File: config.mk
export PLATFORM = sky130hd
export DESIGN_NAME = mbox_req_arb
export DESIGN_NICKNAME = d
export VERILOG_FILES = /design/src/rtl/mbox_arb_pkg.sv /design/src/rtl/mbox_arb_pick.sv /design/src/rtl/mbox_req_arb.sv
export SDC_FILE = /design/constraint.sdc
export NUM_CORES = 1
export LEC_CHECK = 0
export ABC_AREA = 1
export CAP_MARGIN = 25
export CORE_MARGIN = 2
export CORE_UTILIZATION = 35
export CTS_BUF_LIST = sky130_fd_sc_hd__clkbuf_8 sky130_fd_sc_hd__clkbuf_16
export DETAILED_ROUTE_END_ITERATION = 12
export PLACE_DENSITY_LB_ADDON = 0.2
export SYNTH_ARGS = -nofsm -noshare
export SYNTH_HDL_FRONTEND = slang
export SYNTH_HIERARCHICAL = 1
export SYNTH_SLANG_ARGS = --single-unit
export TNS_END_PERCENT = 50
File: constraint.sdc
create_clock -name clk -period 10.32 [get_ports clk]
set_clock_uncertainty 0.2 [all_clocks]
set_input_delay 2.064 -clock clk [delete_from_list [all_inputs] [get_ports clk]]
set_output_delay 2.064 -clock clk [all_outputs]
set_load 0.01 [all_outputs]
File: src/rtl/mbox_arb_pkg.sv
// mbox_arb_pkg
// Shared types and constants for the MBOX request arbiter slice.
//   state_t : sequencer states (IDLE, ISSUE, WAIT, DONE)
//   owner_t : owner encoding driven on the arbiter's owner output
//   ADR_W   : physical address width (bits 13..35)
//   WORD_W  : data word width (bits 0..35)
package mbox_arb_pkg;

  localparam int ADR_W  = 23;
  localparam int WORD_W = 36;

  typedef enum logic [1:0] {
    ST_IDLE  = 2'd0,
    ST_ISSUE = 2'd1,
    ST_WAIT  = 2'd2,
    ST_DONE  = 2'd3
  } state_t;

  typedef enum logic [1:0] {
    OWN_NONE  = 2'd0,
    OWN_SWEEP = 2'd1,
    OWN_EBOX  = 2'd2,
    OWN_CHAN  = 2'd3
  } owner_t;

endpackage

File: src/rtl/mbox_arb_pick.sv
// mbox_arb_pick
// Combinational winner selection among the three MBOX requesters.
// Sweep always wins. Between EBOX and channel the choice is fixed priority
// (EBOX first) unless MBOX_ARB_RR_EN is defined, in which case the parent's
// round-robin pointer decides a tie.
// Ports:
//   sweepReq, eboxReq, chanReq : request inputs
//   rrChan                     : (MBOX_ARB_RR_EN only) 1 = channel favoured
//   win                        : selected owner, OWN_NONE if no request
module mbox_arb_pick
  import mbox_arb_pkg::*;
(
  input  logic   sweepReq,
  input  logic   eboxReq,
  input  logic   chanReq,
`ifdef MBOX_ARB_RR_EN
  input  logic   rrChan,
`endif
  output owner_t win
);

  always_comb begin
    win = OWN_NONE;
    if (sweepReq) begin
      win = OWN_SWEEP;
    end else if (eboxReq && chanReq) begin
`ifdef MBOX_ARB_RR_EN
      win = rrChan ? OWN_CHAN : OWN_EBOX;
`else
      win = OWN_EBOX;
`endif
    end else if (eboxReq) begin
      win = OWN_EBOX;
    end else if (chanReq) begin
      win = OWN_CHAN;
    end
  end

endmodule

File: src/rtl/mbox_req_arb.sv
// mbox_req_arb
// Sequencer/arbiter for the single MBOX memory port. Grants one of sweep,
// EBOX or channel, drives the MBOX request handshake, waits for completion,
// then returns read data with a one-cycle done pulse to the owner. A request
// that sees no completion within TIMEOUT cycles is aborted with nxmErr.
// Optional feature macro: MBOX_ARB_RR_EN (EBOX/channel round-robin).
// Ports:
//   clk, reset                       : clock, async active-high reset
//   sweepReq/sweepAdr                : cache-sweep write-back request
//   ebox{Req,Read,Write,PSE,VMA,WData}: EBOX request
//   chan{Req,Read,Write,Adr,WData}   : channel request
//   mbox{Req,Read,Write,PSE,Adr,WData}: request to MBOX (registered)
//   mboxAck, mboxDone, mboxRData     : MBOX handshake/response
//   sweepDone, eboxDone, chanDone    : one-cycle completion pulses
//   rData                            : read data, valid with done
//   nxmErr                           : timeout pulse, coincident with done
//   owner                            : 0 none, 1 sweep, 2 ebox, 3 chan
module mbox_req_arb
  import mbox_arb_pkg::*;
#(
  parameter logic [7:0] TIMEOUT = 8'd255
) (
  input  logic              clk,
  input  logic              reset,
  input  logic              sweepReq,
  input  logic [ADR_W-1:0]  sweepAdr,
  input  logic              eboxReq,
  input  logic              eboxRead,
  input  logic              eboxWrite,
  input  logic              eboxPSE,
  input  logic [ADR_W-1:0]  eboxVMA,
  input  logic [WORD_W-1:0] eboxWData,
  input  logic              chanReq,
  input  logic              chanRead,
  input  logic              chanWrite,
  input  logic [ADR_W-1:0]  chanAdr,
  input  logic [WORD_W-1:0] chanWData,
  output logic              mboxReq,
  output logic              mboxRead,
  output logic              mboxWrite,
  output logic              mboxPSE,
  output logic [ADR_W-1:0]  mboxAdr,
  output logic [WORD_W-1:0] mboxWData,
  input  logic              mboxAck,
  input  logic              mboxDone,
  input  logic [WORD_W-1:0] mboxRData,
  output logic              sweepDone,
  output logic              eboxDone,
  output logic              chanDone,
  output logic [WORD_W-1:0] rData,
  output logic              nxmErr,
  output logic [1:0]        owner
);

  localparam logic [7:0] LAST = TIMEOUT - 8'd1;

  state_t     state;
  owner_t     ownerQ;
  owner_t     win;
  logic [7:0] cnt;
  logic       complete;
  logic       expire;

`ifdef MBOX_ARB_RR_EN
  logic rrChan;
`endif

  mbox_arb_pick u_pick (
    .sweepReq (sweepReq),
    .eboxReq  (eboxReq),
    .chanReq  (chanReq),
`ifdef MBOX_ARB_RR_EN
    .rrChan   (rrChan),
`endif
    .win      (win)
  );

  // Completion beats timeout when both land in the same cycle; the counter
  // reaching TIMEOUT on this cycle's increment is what triggers the abort.
  always_comb begin
    complete = ((state == ST_ISSUE) && mboxAck && mboxDone) ||
               ((state == ST_WAIT) && mboxDone);
    expire   = ((state == ST_ISSUE) || (state == ST_WAIT)) &&
               !complete && (cnt == LAST);
  end

  assign owner = ownerQ;

  always_ff @(posedge clk or posedge reset) begin
    if (reset) begin
      state     <= ST_IDLE;
      ownerQ    <= OWN_NONE;
      cnt       <= '0;
      mboxReq   <= 1'b0;
      mboxRead  <= 1'b0;
      mboxWrite <= 1'b0;
      mboxPSE   <= 1'b0;
      mboxAdr   <= '0;
      mboxWData <= '0;
      sweepDone <= 1'b0;
      eboxDone  <= 1'b0;
      chanDone  <= 1'b0;
      rData     <= '0;
      nxmErr    <= 1'b0;
`ifdef MBOX_ARB_RR_EN
      rrChan    <= 1'b0;
`endif
    end else begin
      sweepDone <= 1'b0;
      eboxDone  <= 1'b0;
      chanDone  <= 1'b0;
      nxmErr    <= 1'b0;
      case (state)
        ST_IDLE: begin
          if (win != OWN_NONE) begin
            ownerQ  <= win;
            state   <= ST_ISSUE;
            mboxReq <= 1'b1;
            cnt     <= '0;
            case (win)
              OWN_SWEEP: begin
                mboxAdr   <= sweepAdr;
                mboxRead  <= 1'b0;
                mboxWrite <= 1'b1;
                mboxPSE   <= 1'b0;
                mboxWData <= '0;
              end
              OWN_EBOX: begin
                mboxAdr   <= eboxVMA;
                mboxRead  <= eboxRead;
                mboxWrite <= eboxWrite;
                mboxPSE   <= eboxPSE;
                mboxWData <= eboxWData;
`ifdef MBOX_ARB_RR_EN
                rrChan    <= 1'b1;
`endif
              end
              default: begin
                mboxAdr   <= chanAdr;
                mboxRead  <= chanRead;
                mboxWrite <= chanWrite;
                mboxPSE   <= 1'b0;
                mboxWData <= chanWData;
`ifdef MBOX_ARB_RR_EN
                rrChan    <= 1'b0;
`endif
              end
            endcase
          end
        end
        ST_ISSUE, ST_WAIT: begin
          if (complete || expire) begin
            state     <= ST_DONE;
            mboxReq   <= 1'b0;
            rData     <= expire ? '0 : mboxRData;
            nxmErr    <= expire;
            sweepDone <= (ownerQ == OWN_SWEEP);
            eboxDone  <= (ownerQ == OWN_EBOX);
            chanDone  <= (ownerQ == OWN_CHAN);
          end else begin
            cnt <= cnt + 8'd1;
            if ((state == ST_ISSUE) && mboxAck) begin
              state   <= ST_WAIT;
              mboxReq <= 1'b0;
            end
          end
        end
        default: begin
          ownerQ <= OWN_NONE;
          state  <= ST_IDLE;
        end
      endcase
    end
  end

endmodule

==> metrics <==
status=completed; critical path depth=10; cts-stage hold buffer count=0; sequential element share of the synthesized area=0.5358; Top Ports=between 200 and 300; Syn Nets=about 850; fill count=1364; DP Wirelength=roughly 12000 um; Std-Cell Core Area=about 15000 um^2; sequential power share=0.297; IO Port Bufs=just under 300; Synth top cells by count=nand2_1 (266), dfrtp_1 (115), nor2_1 (68); origin of the worst setup path=chanReq; largest net degree at the start of global routing=82; first-pass iteration count of the detailed router=5; R2R setup slack=7970 ps; Crit Path Class=in2reg; Worst Hold Class=reg2reg; CP arrival=4230 ps; CP max-delay cell=clkdlybuf4s50_1; Period Utilization, post-route=0.3988; setup tns final=0 ps; vias in the first global route=5383; reg2reg end=cnt[5]; leading post-synthesis cells by cell area=dfrtp_1 (54%), nand2_1 (19%), nor2_1 (4.8%); startpoint type of the worst setup path=input pin; Comb pwr share=0.445; CP peak stage delay=480 ps; Area Growth Syn to Fin=69.79%; CP Capture Type=flip-flop; DIE AREA=around 16000 um^2; Sw Share=0.3432; worst vdd ir=0.1350 mV; cell family with most CP delay=buffers and inverters; final wirelength=17420 um; Distinct cells, synth=28; hold slack=268.9 ps; gr ovfl total=0; Synth Instances=649; reg2reg start=state[0]; MaxCap Viol Count=0; violation count after the first detailed-routing iteration=217; post_cts resized=0; initial antenna violation count=0; Die Span Y=between 100 and 150 um; Max Slew Vio Count=0; initial core utilization=0.3560; clock root cell=clkbuf_16; sink count of the clock tree=115; Worst Tran Pin Value=~840 ps; CP endpoint=mboxAdr[15]; Avg Cell Area, Syn=around 8.3 um^2; H-tree levels=4; total track usage=0.2158; max_slew headroom=0.4405; clock slew at reported path FFs=about 50 ps; CTS tree=yes; clock tree buffer depth=2; Clock power frac=0.258; first-pass GRT wire length=27460 um; Overall Power=around 2.6 mW; Leak=3.908 nW; Die X=127.9 um; Mapped Area=roughly 5400 um^2; # setup viols final=0; crit-path cells=clkdlybuf4s50_1 > nor2_1 > nor2_1 > inv_1 > ha_1 > nor2_4 > buf_4 > buf_16 > nor2_1 > a41oi_1; yosys warns=6; Post-CTS Setup Inserts=0; share of cells above drive strength 1=0.05420; Antenna Violating Nets Remaining=0; Hold Crit Depth=2; critical path's most frequent cell=nor2_1; Internal=between 1.5 and 2 mW; Post-synth ARST share=1.000; Critical Path RT=~10000 ps; Buf+Inv Stages, Crit Path=4; Vias=5308; Final Wtd Congestion=slightly above 0.8; routed vias/inst=between 4 and 5; routed length per instance=15.43 um; PD cells=about 290 nW/um^2; final net count=between 1k and 1.5k; TritonCTS buffer count=17; Tmin final=4115 ps; cell with the most instances after synthesis=nand2_1; crit path max fanout=between 80 and 90; Max Fclk=roughly 240 MHz; number of diodes=0; cell accounting for the most synthesized area=dfrtp_1; Worst-Skew Late Latency=~400 ps; final hold violation count=0; number of synthesized flops with an enable pin=0; # rows=45; post-synth top area share=0.5358; RSZ-0062 raised after global routing=false; Switch Pwr=894.2 uW; # DRC=0; reg2reg path depth=6; register bit count reported by yosys=115; main flop type after synthesis=dfrtp_1
==> stage by stage <==
stage | std cells | utilization | worst slack [ps] | cell area, um^2
floorplan | 649 | - | 5012 | 5371
global placement | 1094 | 0.5551 | 5639 | 8376
detailed placement | 1095 | 0.5569 | 5595 | 8403
CTS | 1127 | 0.6017 | 6031 | 9080
global route | 1129 | 0.6044 | 5983 | 9120
finish | 1129 | 0.6044 | 6205 | 9120
==> cells by family after synthesis <==
logic type,share of synthesized area
buf+inv,0.05264
simple gates,0.2621
xor+xnor,0.004893
fa+ha+maj,0.02096
compound gates,0.1237
flops,0.5358
==> area by class of cell <==
cell class                 instances  area (um^2)  area share
timing repair buffer             300         3030      0.3323
sequential                       115         2878      0.3155
multi-input combinational        471         2211      0.2424
clock buffer                      20        466.7     0.05117
tap                              188        235.2     0.02579
clock inverter                    12        210.2     0.02305
inverter                          23        88.84    0.009741
==> layer usage <==
metal  track usage  share of wire  up-vias
li1              -              -     2685
met1        0.2626           0.41     2397
met2        0.3542           0.49      199
met3       0.06845          0.071       27
met4       0.09244          0.030        0
met5             0              0        -
==> how the worst min path moves through the flow <==
stage / from / to / slack [ps]
floorplan: cnt[5] / cnt[5] / 270
global placement: mboxReq / mboxReq / 260
detailed placement: mboxReq / mboxReq / 260
CTS: owner[1] / sweepDone / 270
global route: mboxReq / mboxReq / 280
finish: mboxReq / mboxReq / 270
==> worst reg2reg max path: stages (launching register included) <==
cell and delay (ps):
dfrtp_1 390, inv_1 80, ha_1 320, buf_4 440
nand2_4 370, nand2_2 310, o21ai_0 120
==> power by group through the flow <==
stage / registers, mW / clock network [mW] / logic (mW)
6_report: 0.774 / 0.671 / 1.16
4_1_cts: 0.775 / 0.684 / 1.17
3_5_place_dp: 0.776 / 0 / 1.17
5_1_grt: 0.798 / 0.705 / 1.28
2_1_floorplan: 0.862 / 0 / 0.487
3_3_place_gp: 0.772 / 0 / 1.15
==> registers in the layout, summed over array words and instances, names as in the netlist, 2 cells and up <==
name and flops:
cnt 8, mboxAdr 23, owner 2, state 2
rData 36, mboxWData 36
==> cells in the final DEF (no fill, tap or decap), types with 3 or more instances in the layout <==
| cell type | count |
|---|---|
| inv_1 | 22 |
| nand3_1 | 6 |
| clkbuf_16 | 17 |
| inv_2 | 3 |
| nand2_2 | 3 |
| buf_4 | 4 |
| dfrtp_1 | 115 |
| a41oi_1 | 23 |
| nand2_1 | 266 |
| bufinv_16 | 6 |
| ha_1 | 9 |
| a31oi_1 | 38 |
| nor3_2 | 4 |
| clkdlybuf4s50_1 | 293 |
| o21ai_0 | 38 |
| clkbuf_8 | 3 |
| nor2_1 | 68 |
(Power assumes the default switching activity.)
